==> config.mk <==
export PLATFORM = sky130hd
export DESIGN_NAME = sos_detect_module_flat
export DESIGN_NICKNAME = d
export VERILOG_FILES = /design/src/rtl/sos_detect_module_pkg.sv /design/src/rtl/sos_detect_module_if.sv /design/src/rtl/sos_detect_module_pulse_meter.sv /design/src/rtl/sos_detect_module.sv /design/src/flat_wrapper.sv
export SDC_FILE = /design/constraint.sdc
export NUM_CORES = 1
export LEC_CHECK = 0
export CAP_MARGIN = 40
export CORE_MARGIN = 2
export CORE_UTILIZATION = 38
export DETAILED_ROUTE_END_ITERATION = 16
export PLACE_DENSITY = 0.54
export SLEW_MARGIN = 10
export SYNTH_ARGS = -nofsm -noshare
export SYNTH_HDL_FRONTEND = slang
export SYNTH_SLANG_ARGS = --single-unit
==> constraint.sdc <==
create_clock -name CLK -period 3 [get_ports CLK]
set_input_delay 0.3 -clock CLK [delete_from_list [all_inputs] [get_ports CLK]]
set_output_delay 0.3 -clock CLK [all_outputs]
set_load 0.02 [all_outputs]
==> src/rtl/sos_detect_module_pkg.sv <==
// Shared types and constants for the SOS Morse receiver: FSM states, symbol codes,
// expected S-O-S pattern and default timing (common with the generator side).
package sos_detect_module_pkg;

    localparam int unsigned DUR_W = 10;
    localparam int unsigned CNT_W = 4;
    localparam int unsigned N_SYM = 9;

    // One bit per symbol, 1 = dash, bit 0 = first symbol received
    localparam logic [N_SYM-1:0] SOS_PATTERN = 9'b000_111_000;

    localparam int unsigned DEF_T_MS        = 50000;
    localparam int unsigned DEF_DOT_MIN_MS  = 50;
    localparam int unsigned DEF_DOT_MAX_MS  = 150;
    localparam int unsigned DEF_DASH_MIN_MS = 250;
    localparam int unsigned DEF_DASH_MAX_MS = 500;
    localparam int unsigned DEF_GAP_MIN_MS  = 50;
    localparam int unsigned DEF_GAP_MAX_MS  = 600;

    typedef enum logic [2:0] {
        ST_IDLE,
        ST_WAIT_HIGH,
        ST_MEAS_HIGH,
        ST_MEAS_LOW,
        ST_DONE
    } state_e;

    typedef enum logic [1:0] {
        SYM_DOT,
        SYM_DASH,
        SYM_BAD
    } sym_e;

    function automatic sym_e classify_pulse(input logic [DUR_W-1:0] dur,
                                            input logic [DUR_W-1:0] dot_min,
                                            input logic [DUR_W-1:0] dot_max,
                                            input logic [DUR_W-1:0] dash_min,
                                            input logic [DUR_W-1:0] dash_max);
        if (dur >= dot_min && dur <= dot_max) return SYM_DOT;
        if (dur >= dash_min && dur <= dash_max) return SYM_DASH;
        return SYM_BAD;
    endfunction

endpackage

==> src/rtl/sos_detect_module_if.sv <==
// Control handshake and Morse line bundle between a controller and the SOS receiver.
interface sos_detect_module_if;
    import sos_detect_module_pkg::*;

    logic             Start_Sig;
    logic             Pin_In;
    logic             Done_Sig;
    logic             Match_Sig;
    logic [CNT_W-1:0] Sym_Cnt;

    modport master (output Start_Sig, output Pin_In,
                    input  Done_Sig, input Match_Sig, input Sym_Cnt);

    modport slave  (input  Start_Sig, input Pin_In,
                    output Done_Sig, output Match_Sig, output Sym_Cnt);
endinterface

==> src/rtl/sos_detect_module_pulse_meter.sv <==
// Synchronises the Morse pin, flags its edges and measures the time since the last
// edge in whole milliseconds (saturating).
module sos_detect_module_pulse_meter
    import sos_detect_module_pkg::*;
#(
    parameter int unsigned T_MS = DEF_T_MS
) (
    input  logic             clk,
    input  logic             rst_n,
    input  logic             pin_i,
    output logic             rise_c_o,
    output logic             fall_c_o,
    output logic [DUR_W-1:0] dur_ms_o
);

    localparam int unsigned PRE_W = (T_MS > 1) ? $clog2(T_MS) : 1;
    localparam logic [DUR_W-1:0] DUR_MAX = '1;

    logic             s1_q, s2_q, s3_q;
    logic [PRE_W-1:0] pre_q, pre_d;
    logic [DUR_W-1:0] dur_q, dur_d;
    logic             edge_c, tick_c;

    always_ff @(posedge clk) begin
        if (!rst_n) begin
            s1_q  <= 1'b0;
            s2_q  <= 1'b0;
            s3_q  <= 1'b0;
            pre_q <= '0;
            dur_q <= '0;
        end else begin
            s1_q  <= pin_i;
            s2_q  <= s1_q;
            s3_q  <= s2_q;
            pre_q <= pre_d;
            dur_q <= dur_d;
        end
    end

    assign rise_c_o = s2_q & ~s3_q;
    assign fall_c_o = ~s2_q & s3_q;
    assign edge_c   = rise_c_o | fall_c_o;
    assign tick_c   = (pre_q == PRE_W'(T_MS - 1));

    // An edge restarts both the prescaler and the duration, swallowing a coincident tick
    always_comb begin
        pre_d = pre_q + PRE_W'(1);
        dur_d = dur_q;
        if (edge_c) begin
            pre_d = '0;
            dur_d = '0;
        end else if (tick_c) begin
            pre_d = '0;
            if (dur_q != DUR_MAX) dur_d = dur_q + DUR_W'(1);
        end
    end

    assign dur_ms_o = dur_q;

endmodule

==> src/rtl/sos_detect_module.sv <==
// SOS Morse receiver: classifies each tone pulse as dot/dash and checks the nine-symbol
// S-O-S sequence and its gap timing under a Start_Sig/Done_Sig level handshake.
module sos_detect_module
    import sos_detect_module_pkg::*;
#(
    parameter int unsigned T_MS        = DEF_T_MS,
    parameter int unsigned DOT_MIN_MS  = DEF_DOT_MIN_MS,
    parameter int unsigned DOT_MAX_MS  = DEF_DOT_MAX_MS,
    parameter int unsigned DASH_MIN_MS = DEF_DASH_MIN_MS,
    parameter int unsigned DASH_MAX_MS = DEF_DASH_MAX_MS,
    parameter int unsigned GAP_MIN_MS  = DEF_GAP_MIN_MS,
    parameter int unsigned GAP_MAX_MS  = DEF_GAP_MAX_MS
) (
    input  logic CLK,
    input  logic RSTn,
    sos_detect_module_if.slave bus
);

    localparam logic [DUR_W-1:0] DOT_MIN  = DUR_W'(DOT_MIN_MS);
    localparam logic [DUR_W-1:0] DOT_MAX  = DUR_W'(DOT_MAX_MS);
    localparam logic [DUR_W-1:0] DASH_MIN = DUR_W'(DASH_MIN_MS);
    localparam logic [DUR_W-1:0] DASH_MAX = DUR_W'(DASH_MAX_MS);
    localparam logic [DUR_W-1:0] GAP_MIN  = DUR_W'(GAP_MIN_MS);
    localparam logic [DUR_W-1:0] GAP_MAX  = DUR_W'(GAP_MAX_MS);
    localparam logic [CNT_W-1:0] LAST_IDX = CNT_W'(N_SYM - 1);

    state_e           state_q, state_d;
    logic [CNT_W-1:0] sym_cnt_q, sym_cnt_d;
    logic             match_q, match_d;
    logic             done_q, done_d;

    logic             rise_c, fall_c;
    logic [DUR_W-1:0] dur_ms;
    sym_e             sym_c;
    logic             sym_ok_c;

    sos_detect_module_pulse_meter #(.T_MS(T_MS)) u_meter (
        .clk      (CLK),
        .rst_n    (RSTn),
        .pin_i    (bus.Pin_In),
        .rise_c_o (rise_c),
        .fall_c_o (fall_c),
        .dur_ms_o (dur_ms)
    );

    assign sym_c    = classify_pulse(dur_ms, DOT_MIN, DOT_MAX, DASH_MIN, DASH_MAX);
    assign sym_ok_c = SOS_PATTERN[sym_cnt_q] ? (sym_c == SYM_DASH) : (sym_c == SYM_DOT);

    always_ff @(posedge CLK) begin
        if (!RSTn) begin
            state_q   <= ST_IDLE;
            sym_cnt_q <= '0;
            match_q   <= 1'b0;
            done_q    <= 1'b0;
        end else begin
            state_q   <= state_d;
            sym_cnt_q <= sym_cnt_d;
            match_q   <= match_d;
            done_q    <= done_d;
        end
    end

    // Losing Start_Sig while measuring aborts silently; a fall outranks the high timeout
    always_comb begin
        state_d   = state_q;
        sym_cnt_d = sym_cnt_q;
        match_d   = match_q;
        unique case (state_q)
            ST_IDLE: begin
                if (bus.Start_Sig) begin
                    state_d   = ST_WAIT_HIGH;
                    sym_cnt_d = '0;
                    match_d   = 1'b0;
                end
            end
            ST_WAIT_HIGH: begin
                if (!bus.Start_Sig) begin
                    state_d = ST_IDLE;
                    match_d = 1'b0;
                end else if (rise_c) begin
                    state_d = ST_MEAS_HIGH;
                end
            end
            ST_MEAS_HIGH: begin
                if (!bus.Start_Sig) begin
                    state_d = ST_IDLE;
                    match_d = 1'b0;
                end else if (fall_c) begin
                    if (!sym_ok_c) begin
                        state_d = ST_DONE;
                        match_d = 1'b0;
                    end else if (sym_cnt_q == LAST_IDX) begin
                        state_d   = ST_DONE;
                        sym_cnt_d = sym_cnt_q + CNT_W'(1);
                        match_d   = 1'b1;
                    end else begin
                        state_d   = ST_MEAS_LOW;
                        sym_cnt_d = sym_cnt_q + CNT_W'(1);
                    end
                end else if (dur_ms > DASH_MAX) begin
                    state_d = ST_DONE;
                    match_d = 1'b0;
                end
            end
            ST_MEAS_LOW: begin
                if (!bus.Start_Sig) begin
                    state_d = ST_IDLE;
                    match_d = 1'b0;
                end else if (rise_c) begin
                    if (dur_ms < GAP_MIN) begin
                        state_d = ST_DONE;
                        match_d = 1'b0;
                    end else begin
                        state_d = ST_MEAS_HIGH;
                    end
                end else if (dur_ms > GAP_MAX) begin
                    state_d = ST_DONE;
                    match_d = 1'b0;
                end
            end
            ST_DONE: begin
                if (!bus.Start_Sig) state_d = ST_IDLE;
            end
            default: state_d = ST_IDLE;
        endcase
    end

    assign done_d = (state_d == ST_DONE) && (state_q != ST_DONE);

    assign bus.Done_Sig  = done_q;
    assign bus.Match_Sig = match_q;
    assign bus.Sym_Cnt   = sym_cnt_q;

endmodule

==> src/flat_wrapper.sv <==
// flat-port wrapper written by rule: the top's interface ports become plain ports
module sos_detect_module_flat import sos_detect_module_pkg::*;
#(
    parameter int unsigned T_MS        = DEF_T_MS,
    parameter int unsigned DOT_MIN_MS  = DEF_DOT_MIN_MS,
    parameter int unsigned DOT_MAX_MS  = DEF_DOT_MAX_MS,
    parameter int unsigned DASH_MIN_MS = DEF_DASH_MIN_MS,
    parameter int unsigned DASH_MAX_MS = DEF_DASH_MAX_MS,
    parameter int unsigned GAP_MIN_MS  = DEF_GAP_MIN_MS,
    parameter int unsigned GAP_MAX_MS  = DEF_GAP_MAX_MS
)
  (CLK, RSTn, bus_Start_Sig, bus_Pin_In, bus_Done_Sig, bus_Match_Sig, bus_Sym_Cnt);
  sos_detect_module_if bus_i ();
  input  logic CLK;
  input  logic RSTn;
  input wire logic [$bits(bus_i.Start_Sig)-1:0] bus_Start_Sig;
  input wire logic [$bits(bus_i.Pin_In)-1:0] bus_Pin_In;
  output wire logic [$bits(bus_i.Done_Sig)-1:0] bus_Done_Sig;
  output wire logic [$bits(bus_i.Match_Sig)-1:0] bus_Match_Sig;
  output wire logic [$bits(bus_i.Sym_Cnt)-1:0] bus_Sym_Cnt;
  assign bus_i.Start_Sig = bus_Start_Sig;
  assign bus_i.Pin_In = bus_Pin_In;
  assign bus_Done_Sig = bus_i.Done_Sig;
  assign bus_Match_Sig = bus_i.Match_Sig;
  assign bus_Sym_Cnt = bus_i.Sym_Cnt;
  sos_detect_module #(.T_MS(T_MS), .DOT_MIN_MS(DOT_MIN_MS), .DOT_MAX_MS(DOT_MAX_MS), .DASH_MIN_MS(DASH_MIN_MS), .DASH_MAX_MS(DASH_MAX_MS), .GAP_MIN_MS(GAP_MIN_MS), .GAP_MAX_MS(GAP_MAX_MS)) u_core (.CLK(CLK), .RSTn(RSTn), .bus(bus_i));
endmodule
* Word level (Yosys, flattened, before mapping)
Memories as Yosys holds them, arrays and structs flattened. A register that Yosys moved wholly into a read port is not among the register bits.
Cells that the tools add are included.
** Operators by class
- Add/subtract/negate cells :: 3
- $lt $le $gt $ge :: 8
- Equality and inequality tests :: 19
- Mux-type cells :: 42
- Bitwise gates (word level) :: 6
- Reduce and logical (&&, ||, !) cells :: 12
** Operators with widths (count)
- two-way mux 3 bit :: 13
- two-way mux 4 bit :: 6
- adder 16 x 1 -> 16 bit (second input constant) :: 1
- == test 16 bit (second input constant) :: 1
- two-way mux 1 bit :: 16
- one-hot mux 3 bit (5 select lines) :: 1
- inequality test 4 x 3 -> 1 bit (second input constant) :: 3
- adder 10 x 1 -> 10 bit (second input constant) :: 1
- greater-or-equal comparator 10 x 6 -> 1 bit (second input constant) :: 1
- greater-or-equal comparator 10 x 8 -> 1 bit (second input constant) :: 1
- > comparator 10 bit (second input constant) :: 1
- > comparator 10 x 9 -> 1 bit (second input constant) :: 1
- <= comparator 10 x 8 -> 1 bit (second input constant) :: 1
- <= comparator 10 x 9 -> 1 bit (second input constant) :: 1
- < comparator 10 x 6 -> 1 bit (second input constant) :: 1
- inequality test 10 bit (second input constant) :: 1
- two-way mux 2 bit :: 4
- inequality test 2 bit (second input constant) :: 4
- one-hot mux 4 bit (2 select lines) :: 1
- AND reduction 7 bit :: 1
- == test 3 x 2 -> 1 bit (second input constant) :: 2
- == test 3 bit (second input constant) :: 2
- < comparator 4 x 5 -> 1 bit (second input constant) :: 1
- inequality test 5 bit (second input constant) :: 1
- other kinds (19) :: 24
** Storage, ports and cells
- Register bits after elaboration :: 38
- Bits in read-only memories :: 16
- Output and inout port bits :: 6
- Logic and storage cells :: 100
- Memories kept :: 1
** Memories
- (name not given) :: words 16, bits a word 1, read ports 1, clocked after memory_dff 1, write ports 0, RTL line sos_detect_module.sv:47 : assign sym_ok_c = SOS_PATTERN[sym_cnt_q] ? (sym_c == SYM_DASH) : (sym_c == SYM_DOT);

* Depth between registers and ports, before layout
Gate-level depths: netlist (run 1).
- Depth in word-level cells :: 14
- Depth in mapped cells :: 9

* Modules after synthesis
A second synthesis (run 1) with hierarchy kept.
** Second synthesis, totals
- Cell total of the unflattened synthesis :: 261
- Area total of the unflattened synthesis :: 2180.8 sq um
** By module, submodules not included
- sos_detect_module_pulse_meter :: times used 1, cells an instance 163, area each 1430.1 sq um
- sos_detect_module :: times used 1, cells an instance 98, area each 750.7 sq um

* Worst setup path before layout (run 1)
No wires, ideal clock.
- Path type :: register -> register
- From :: register u_core.u_meter.dur_q[1], in the netlist u_core.u_meter.dur_ms_o[1]
- To :: register u_core.sym_cnt_q[3], in the netlist u_core.bus.Sym_Cnt[3]
- Setup time :: 0.070 ns
- Data arrival time :: 2.029 ns
- Required time :: 2.930 ns
- Setup slack :: 0.901 ns
- Stages on the path, launching flop included :: 8
- Buffers on the path :: 1
- Cells stage by stage :: dfxtp_1 -> clkbuf_1 -> nor4_1 -> or4_4 -> a31oi_4 -> o2111ai_4 -> or3_1 -> a21oi_1
** Between the ends
- Cells in the longest elaborated chain, start to end :: 10
- Elaborated cells between the ends (all ways) :: 17
- Classes of those cells :: 4 x order compare; 2 x eq/ne; 7 x mux; 4 x reduce/logical
** Ends and longest elaborated chain
- from (decl) :: RTL line sos_detect_module_pulse_meter.sv:21 : logic [DUR_W-1:0] dur_q, dur_d;
- from (signal assigned) :: RTL line sos_detect_module_pulse_meter.sv:36 : dur_q <= dur_d;
- greater-or-equal comparator 10 x 8 -> 1 bit / <= comparator 10 x 9 -> 1 bit (equally long branches) :: RTL line sos_detect_module_pkg.sv:40 : if (dur >= dash_min && dur <= dash_max) return SYM_DASH;
- logical AND 1 bit :: RTL line sos_detect_module_pkg.sv:40
- two-way mux 1 bit (2 in series) :: RTL line sos_detect_module_pkg.sv:40
- two-way mux 2 bit :: RTL line sos_detect_module_pkg.sv:41 : return SYM_BAD;
- two-way mux 2 bit * :: RTL line sos_detect_module_pkg.sv:40
- == test 2 x 1 -> 1 bit / zero test 2 bit (equally long branches) :: RTL line sos_detect_module.sv:47
- two-way mux 1 bit * :: RTL line sos_detect_module.sv:47
- inequality test 2 x 1 -> 1 bit (no source line) *
- AND reduction 5 bit (no source line) *
- to (signal assigned) :: RTL line sos_detect_module.sv:57 : sym_cnt_q <= sym_cnt_d;
- to (decl) :: RTL line sos_detect_module.sv:28 : logic [CNT_W-1:0] sym_cnt_q, sym_cnt_d;
Mark *: on every way between the ends. The rest lies on a longest branch, timed or not. The select of a mux whose other input is x is not followed.
A chain may end at the register's enable or synchronous reset.

* Worst setup path after layout (run 1)
Ends and elaborated chain as after synthesis.

==> results of run 1 <==
==> worst max-delay path, stage by stage, from the launching register on <==
cell	delay, ps
dfxtp_1	510
ha_1	210
nor4_1	50
or4_4	510
a31oi_4	210
o2111ai_4	220
or3_1	400
a21oi_1	140
==> metrics by stage <==
stage | std cells | cell area, sq um | worst slack (ps)
finish | 332 | 2310 | 681
global route | 332 | 2310 | 575
CTS | 332 | 2310 | 676
detailed placement | 325 | 2220 | 701
global placement | 325 | 2220 | 735
floorplan | 257 | 2140 | 901
==> per-layer routing <==
| metal | vias to the layer above | track usage (%) | part of all wire, % |
|---|---|---|---|
| met5 | - | 0 | 0 |
| met3 | 2 | 4.55 | 3.2 |
| met1 | 770 | 18.5 | 51 |
| met2 | 15 | 21.5 | 45 |
| met4 | 0 | 4.66 | 0.85 |
| li1 | 895 | - | - |
==> kinds of logic (layout without fill, tap and decap cells) <==
| kind of cell | Yosys count | in the layout |
|---|---|---|
| and+or+nand+nor | 118 | 118 |
| buffers and inverters | 27 | 30 |
| adders and majority gates | 8 | 8 |
| AOI/OAI and AO/OA | 40 | 40 |
| muxes | 3 | 3 |
| DFF | 39 | 39 |
| xor gates and xnor gates | 22 | 22 |
==> sequential cells by signal, indices dropped and copies added (netlist names), named ones only <==
name,flops
u_core.u_meter.s1_q,1
u_core.bus.Match_Sig,1
u_core.u_meter.s3_q,1
u_core.bus.Sym_Cnt,4
u_core.u_meter.pre_q,16
u_core.bus.Done_Sig,1
u_core.state_q,3
u_core.u_meter.s2_q,1
u_core.u_meter.dur_ms_o,10
==> final cells by class <==
type	instances	area [sq um]	share of cell area, %
clock buffers	6	82.6	3.57
clock inverters	1	5.00	0.216
inverters	13	48.8	2.11
multi-input cells	191	1210	52.2
flip-flops and latches	39	781	33.8
well taps	72	90.1	3.90
repair buffers	10	97.6	4.22
==> where the power goes <==
group / internal, mW / switching [mW] / total (mW)
combinational: 0.0146 / 0.0241 / 0.0387
sequential: 0.523 / 0.00471 / 0.528
clock: 0.180 / 0.172 / 0.352
==> synthesized netlist by cell type, types with 4 or more instances <==
library cell / count / area [sq um]
a21oi_1: 10 / 50.1
and2_1: 4 / 25.0
buf_6: 6 / 67.6
clkbuf_1: 4 / 15.0
dfxtp_1: 39 / 781
ha_1: 8 / 100
inv_1: 13 / 48.8
nand2_1: 27 / 101
nand3_1: 12 / 60.1
nand4_1: 5 / 31.3
nor2_1: 37 / 139
nor2b_1: 6 / 37.5
nor3_1: 4 / 20.0
nor4_1: 4 / 25.0
o21ai_0: 7 / 35.0
or3_1: 8 / 50.1
xnor2_1: 8 / 70.1
xor2_1: 14 / 123
==> path summary, 6_finish.rpt <==
| check | from | endpoint | slack [ps] |
|---|---|---|---|
| max | u_core.u_meter.dur_ms_o[1] | u_core.bus.Sym_Cnt[3] | 680 |
| min | u_core.u_meter.s1_q | u_core.u_meter.s2_q | 440 |
| max reg2reg | u_core.u_meter.dur_ms_o[1] | u_core.bus.Sym_Cnt[3] | 680 |
| min reg2reg | u_core.u_meter.s1_q | u_core.u_meter.s2_q | 440 |
==> results_dict.tcl, run 1 <==
set metrics [dict create \
    outcome "complete, no violations" \
    avgSynthCellArea_sq_um 8.34 \
    final_util_pct 42.2 \
    ys.flop_type "dfxtp_1" \
    post_cts_buffers 0 \
    ys_seq_elements 39 \
    grt.overflow.total 0 \
    grt_pass1_wl_mm 6.96 \
    worstPathArrival_ps 2530 \
    netlist_area_sq_um 2140 \
    die_x_um 79.1 \
    drc 0 \
    synth_compound_area_share_pct 14.1 \
    worst_hold_slack_ps 436 \
    endpoint_kind "flip-flop" \
    clock_latency_ps 280 \
    maxCapViolations 0 \
    hold_violations 0 \
    relSlewSlack_pct 51.1 \
    num_rows 27 \
    rsz0062_at_grt "no" \
    hold_depth 1 \
    drt-initial-drc-count 97 \
    diodes 0 \
    synthCells 257 \
    pin_count 10 \
    synthSimpleGateAreaFrac_pct 27.2 \
    crit_fanout 10 \
    drive_gt1_share_pct 5.77 \
    critPathKind "flip-flop to flip-flop" \
    tns_ps 0 \
    hp-class "flip-flop to flip-flop" \
    ant_nets 0 \
    first_global_vias 1510 \
    drv_slew 0 \
    mostFrequentLayoutCells "39 x dfxtp_1, 37 x nor2_1, 27 x nand2_1" \
    dr.pass1.iters 4 \
    clockRootBuffer "clkbuf_8" \
    io_buffers 9 \
    synth_mux_area_share_pct 1.40 \
    ir_drop_v 0.000319 \
    finalPower_mw 0.919 \
    htree_levels 2 \
    cts_made_buffers 5 \
    place_congestion 0.769 \
    cts.sinks 39 \
    area_growth_pct 7.82 \
    die_h_um 79.1 \
    viasPerCell 5.07 \
    clkTransAtPathRegs_ps 80 \
    post_cts_resized 0 \
    num_vias 1682 \
    wl_per_cell_um 12.0 \
    coreArea_sq_um 5470 \
    setup_viol 0 \
    pwr_density_cell_nw_per_um2 397 \
    ctsLongestPathBuffers 2 \
    antenna_found_initial 0 \
    syn_nets 269 \
    r2r_cells 7 \
    min_period_ps 2320 \
    ys_types 46 \
    async_flop_share_pct 0 \
    min_period_over_period_pct 77.3 \
    die-area_sq_um 6260 \
    worstMarginPinSlew_ps 714 \
    final_common_cell "dfxtp_1" \
    yosysWarnings 0 \
    ctsHoldBuffers 0 \
    fin_skew_ps 9.70 \
    dpl.hpwl_mm 2.92 \
    synthAdderAreaFrac_pct 4.67 \
    synth-edff-count 0 \
    num-fill-cells 574 \
    grt_max_degree 16 \
    grt_util_all_layers_pct 14.0 \
    cp-start-kind "flip-flop" \
    required_ps 3210 \
    routed_wirelength_mm 3.98 \
    max_freq_mhz 431 \
    synth_xor_area_share_pct 8.98 \
    layout.nets 272 \
    ys_seq_area_share_pct 36.4 \
    start_util_pct 39.2 \
    p_leak_nw 0.803 \
    cts_tree "done" \
    synth_top_family_by_area "simple AND/OR/NAND/NOR gates" \
]
Note: power is estimated with default switching activity, not from simulation.
==> run 2, diff against run 1 <==
--- a/config.mk
+++ b/config.mk
@@ -9,7 +9,7 @@
 export CORE_MARGIN = 2
 export CORE_UTILIZATION = 38
 export DETAILED_ROUTE_END_ITERATION = 16
-export PLACE_DENSITY = 0.54
+export PLACE_DENSITY = 0.56
 export SLEW_MARGIN = 10
 export SYNTH_ARGS = -nofsm -noshare
 export SYNTH_HDL_FRONTEND = slang
==> constraint.sdc (replaced) <==
create_clock -name CLK -period 1.95 [get_ports CLK]
set_input_delay 0.195 -clock CLK [delete_from_list [all_inputs] [get_ports CLK]]
set_output_delay 0.195 -clock CLK [all_outputs]
set_load 0.02 [all_outputs]
==> results_dict.tcl, run 2 (synthesis gave the netlist of run 1 again) <==
set metrics [dict create \
    outcome "finished with violations" \
    violations "negative setup slack" \
    fin_cells 366 \
    cp-startpoint "u_core.u_meter.dur_ms_o[0]" \
    pwr-share-seq_pct 55.1 \
    htree_levels 2 \
    dpl.cell_count 356 \
    clock_latency_ps 300 \
    drt-initial-drc-count 50 \
    clockRootBuffer "clkbuf_8" \
    clkTransAtPathRegs_ps 80 \
    min_from "u_core.u_meter.s1_q" \
    seq_area_sq_um 795 \
    min_period_ps 1960 \
    routed_wirelength_mm 4.46 \
    slowest_delay_ps 490 \
    grt_pass1_wl_mm 7.74 \
    multiInputGateArea_sq_um 1280 \
    hp-class "flip-flop to flip-flop" \
    maxCapViolations 0 \
    relSlewSlack_pct 72.4 \
    p_int_mw 1.12 \
    worstPathArrival_ps 2200 \
    place_congestion 0.803 \
    setup_ws_ps -11.9 \
    r2r_slack_ps -10 \
    cts_made_buffers 5 \
    ir_drop_v 0.000446 \
    cts_tree "done" \
    io_buffers 9 \
    pin_count 10 \
    antenna_found_initial 0 \
    largest_reg_flops 16 \
    power_frac_comb_pct 4.4 \
    min_to "u_core.u_meter.s2_q" \
    grt_max_degree 16 \
    required_ps 2190 \
    num-fill-cells 556 \
    fin_skew_ps 9.54 \
    final_common_cell "nor2_1" \
    max_freq_mhz 510 \
    drive_gt1_share_pct 22.4 \
    p_leak_nw 0.989 \
    die_h_um 79.1 \
    die-area_sq_um 6260 \
    r2r_start "u_core.u_meter.dur_ms_o[0]" \
    crit_slowest_cell "or4_4" \
    hold_depth 1 \
    clockPowerShare_pct 40.5 \
    diodes 0 \
    coreArea_sq_um 5470 \
    start_util_pct 39.2 \
    swShare_pct 24.0 \
    regMostFlops "u_core.u_meter.pre_q" \
    cp-start-kind "flip-flop" \
    cts.sinks 39 \
    r2r_cells 8 \
    layout.nets 305 \
    ctsLongestPathBuffers 2 \
    first_global_vias 1783 \
    mostFrequentLayoutCells "37 x nor2_1, 34 x buf_4, 32 x dfxtp_1" \
    grt.overflow.total 0 \
    min_period_over_period_pct 101 \
    die_x_um 79.1 \
    ctsHoldBuffers 0 \
    worstPathCellList "inv_4 > ha_4 > nor4_2 > or4_4 > a31oi_4 > o2111ai_4 > or3_1 > a21oi_2" \
    rsz0062_at_grt "yes" \
    crit_buf_inv 1 \
    crit_fanout 6 \
    hold_violations 0 \
    ant_nets 0 \
    endpoint_kind "flip-flop" \
    drc 0 \
    critPathKind "flip-flop to flip-flop" \
    setup_viol 1 \
    reg2reg_to "u_core.bus.Sym_Cnt[2]" \
    final_util_pct 48.7 \
    worstMarginPinSlew_ps 413 \
    drv_slew 0 \
    num_vias 1818 \
    area_growth_pct 24.2 \
    dr.pass1.iters 4 \
    viasPerCell 4.97 \
    cp_top_family "simple AND/OR/NAND/NOR gates" \
    dpl.hpwl_mm 3.24 \
    net-switching-power_mw 0.352 \
    grt_util_all_layers_pct 15.5 \
    wl_per_cell_um 12.2 \
    pwr_density_cell_nw_per_um2 551 \
    num_rows 27 \
]
-- run 2: cell types whose count changed in the layout (fill, tap and decap cells not counted), sizes merged --
| cell | change |
|---|---|
| clkinvlp | +1 |
| buf | +33 |
-- run 2: layer usage --
layer,GRT usage [%],part of all wire [%],vias to the layer above
li1,-,-,958
met1,19.6,52,838
met2,24.6,45,14
met3,4.09,1.8,8
met4,7.59,1.7,0
met5,0,0,-
-- run 2: what timing repair did --
action                                  CTS  global route
gates resized for setup                   2            14
gates cloned                              0             0
endpoints found under the setup margin    3            14
pin swaps                                 0             1
buffers inserted                          0             2
-- run 2: metrics by stage --
| stage | setup slack [ps] | area (sq um) | TNS [ps] | total power, mW | hold slack (ps) |
|---|---|---|---|---|---|
| after floorplan | 3.25 | 2190 | 0 | 0.873 | 322 |
| after global placement | 8.73 | 2490 | 0 | 0.894 | 418 |
| after detailed placement | 7.62 | 2490 | 0 | 0.894 | 421 |
| after CTS | -12.7 | 2600 | -15.3 | 1.49 | 442 |
| after global routing | -112 | 2660 | -465 | 1.54 | 483 |
| final | -11.9 | 2660 | -11.9 | 1.47 | 439 |
-- run 2: area by class of cell --
class                           count  share of cell area (%)
Clock inverter                      2                   0.611
Tap cell                           72                    3.38
Sequential cell                    39                    29.8
Inverter                           13                    1.93
Timing Repair Buffer               43                    13.0
Multi-Input combinational cell    191                    48.2
Clock buffer                        6                    3.10
-- run 2: power by group through the flow --
stage / Sequential (mW) / Combinational, mW / Clock (mW)
floorplan: 0.825 / 0.0476 / 0
global placement: 0.829 / 0.0653 / 0
detailed placement: 0.829 / 0.0650 / 0
CTS: 0.811 / 0.0652 / 0.618
global route: 0.811 / 0.0760 / 0.655
finish: 0.809 / 0.0653 / 0.595
-- run 2: worst max path at each step --
stage               depth (start not counted)                    endpoint  slack (ps)
finish                                      8       u_core.bus.Sym_Cnt[2]         -10
global route                                8       u_core.bus.Sym_Cnt[3]        -110
floorplan                                   8       u_core.bus.Sym_Cnt[2]           3
detailed placement                          7       u_core.bus.Sym_Cnt[2]           8
global placement                            8  u_core.u_meter.dur_ms_o[6]           9
CTS                                         8       u_core.bus.Sym_Cnt[2]         -10
==> run 3, diff against run 2 <==
--- a/config.mk
+++ b/config.mk
@@ -10,6 +10,7 @@
 export CORE_UTILIZATION = 38
 export DETAILED_ROUTE_END_ITERATION = 16
 export PLACE_DENSITY = 0.56
+export REMOVE_ABC_BUFFERS = 1
 export SLEW_MARGIN = 10
 export SYNTH_ARGS = -nofsm -noshare
 export SYNTH_HDL_FRONTEND = slang
==> results_dict.tcl, run 3 (synthesis gave the netlist of run 1 again) <==
set metrics [dict create \
    worstPathCellList "inv_4 > ha_4 > nor4_2 > or4_4 > a31oi_4 > o2111ai_4 > or3_1 > a21oi_1" \
    antenna_found_initial 0 \
    final_util_pct 51.2 \
    num_rows 27 \
    num_vias 1889 \
    max_freq_mhz 508 \
    layout.nets 314 \
    grt_pass1_wl_mm 7.78 \
    pin_count 10 \
    clkTransAtPathRegs_ps 80 \
    final_common_cell "buf_4" \
    maxCapViolations 0 \
    ant_nets 0 \
    regMostFlops "u_core.u_meter.pre_q" \
    swShare_pct 19.6 \
    cts.sinks 39 \
    dpl.hpwl_mm 3.22 \
    ctsHoldBuffers 0 \
    worstPathArrival_ps 2190 \
    fin_area_sq_um 2800 \
    clockRootBuffer "clkbuf_8" \
    wl_per_cell_um 12.3 \
    num-fill-cells 548 \
    endpoint_kind "flip-flop" \
    ir_drop_v 0.000304 \
    violations "negative setup slack" \
    htree_levels 2 \
    mostFrequentLayoutCells "42 x buf_4, 37 x nor2_1, 30 x dfxtp_1" \
    crit_fanout 7 \
    power_frac_comb_pct 4.0 \
    diodes 0 \
    hold_violations 0 \
    worst_hold_slack_ps 424 \
    die_x_um 79.1 \
    p_int_mw 1.34 \
    start_util_pct 39.2 \
    place_congestion 0.822 \
    largest_reg_flops 16 \
    die-area_sq_um 6260 \
    io_buffers 9 \
    critPathKind "flip-flop to flip-flop" \
    drt-initial-drc-count 79 \
    pwr_density_cell_nw_per_um2 596 \
    grt_max_degree 16 \
    drive_gt1_share_pct 27.4 \
    clock_latency_ps 290 \
    slowest_delay_ps 430 \
    grt.overflow.total 0 \
    dr.pass1.iters 4 \
    drc 0 \
    placed_area_sq_um 2490 \
    hp-class "flip-flop to flip-flop" \
    pwr-share-seq_pct 48.4 \
    min_period_over_period_pct 101 \
    routed_wirelength_mm 4.59 \
    p_leak_nw 1.06 \
    relSlewSlack_pct 72.2 \
    net-switching-power_mw 0.328 \
    area_growth_pct 30.6 \
    cts_made_buffers 5 \
    min_period_ps 1970 \
    ctsLongestPathBuffers 2 \
    outcome "finished with violations" \
    clockPowerShare_pct 47.5 \
    die_h_um 79.1 \
    required_ps 2170 \
    fin_skew_ps 11.9 \
    first_global_vias 1789 \
    finalPower_mw 1.67 \
    setup_ws_ps -19.8 \
    worstMarginPinSlew_ps 416 \
    rsz0062_at_grt "yes" \
    setup_viol 1 \
    crit_slowest_cell "or4_4" \
    drv_slew 0 \
    cp-start-kind "flip-flop" \
    coreArea_sq_um 5470 \
    viasPerCell 5.04 \
    grt_util_all_layers_pct 15.5 \
    cts_tree "done" \
]
-- run 3: layout make-up --
type                    instances  area [sq um]  area share, %
clock buffers                   6          72.6           2.59
clock inverters                 2          60.1           2.14
inverters                      13          53.8           1.92
multi-input cells             191          1310           46.7
flip-flops and latches         39           800           28.6
well taps                      72          90.1           3.22
repair buffers                 52           417           14.9
-- run 3: timing repair --
action	CTS	global route
setup buffers	3	3
gates resized for setup	18	21
endpoints found under the setup margin	8	13
pin swaps	8	11
-- run 3: power groups by stage --
stage	Sequential, mW	Clock [mW]	Combinational [mW]
2_1_floorplan	0.829	0	0.0387
3_3_place_gp	0.830	0	0.0647
3_5_place_dp	0.830	0	0.0642
4_1_cts	0.812	0.820	0.0651
5_1_grt	0.809	0.856	0.0760
6_report	0.808	0.793	0.0675
-- run 3: stage by stage --
| step | setup TNS [ps] | setup WS (ps) | std cells |
|---|---|---|---|
| 2_1_floorplan | -481 | -177 | 243 |
| 3_3_place_gp | -290 | -91.4 | 361 |
| 3_5_place_dp | -474 | -157 | 361 |
| 4_1_cts | -8.76 | -8.76 | 372 |
| 5_1_grt | -393 | -86.7 | 375 |
| 6_report | -19.8 | -19.8 | 375 |
-- run 3: final timing paths --
| kind | start | endpoint | slack, ps | cells past startpoint |
|---|---|---|---|---|
| max | u_core.u_meter.dur_ms_o[0] | u_core.bus.Sym_Cnt[2] | -20 | 8 |
| min | u_core.u_meter.s1_q | u_core.u_meter.s2_q | 420 | 1 |
| max reg2reg | u_core.u_meter.dur_ms_o[0] | u_core.bus.Sym_Cnt[2] | -20 | 8 |
| min reg2reg | u_core.u_meter.s1_q | u_core.u_meter.s2_q | 420 | 1 |
-- run 3: layer usage --
layer | routed length (um) | global-route usage, % | part of all wire, %
met4 | 24 | 4.66 | 0.52
met2 | 2310 | 26.5 | 50
met5 | 0 | 0 | 0
met1 | 2150 | 19.4 | 47
met3 | 104 | 3.30 | 2.3
-- run 3: critical path: cells and delay by family (launching register included) --
family	cells	cell delay, ps
AO/OA/AOI/OAI	3	560
adder cells (fa/ha/maj)	1	120
buffers and inverters	1	70
flip-flops	1	340
AND/OR/NAND/NOR	3	820
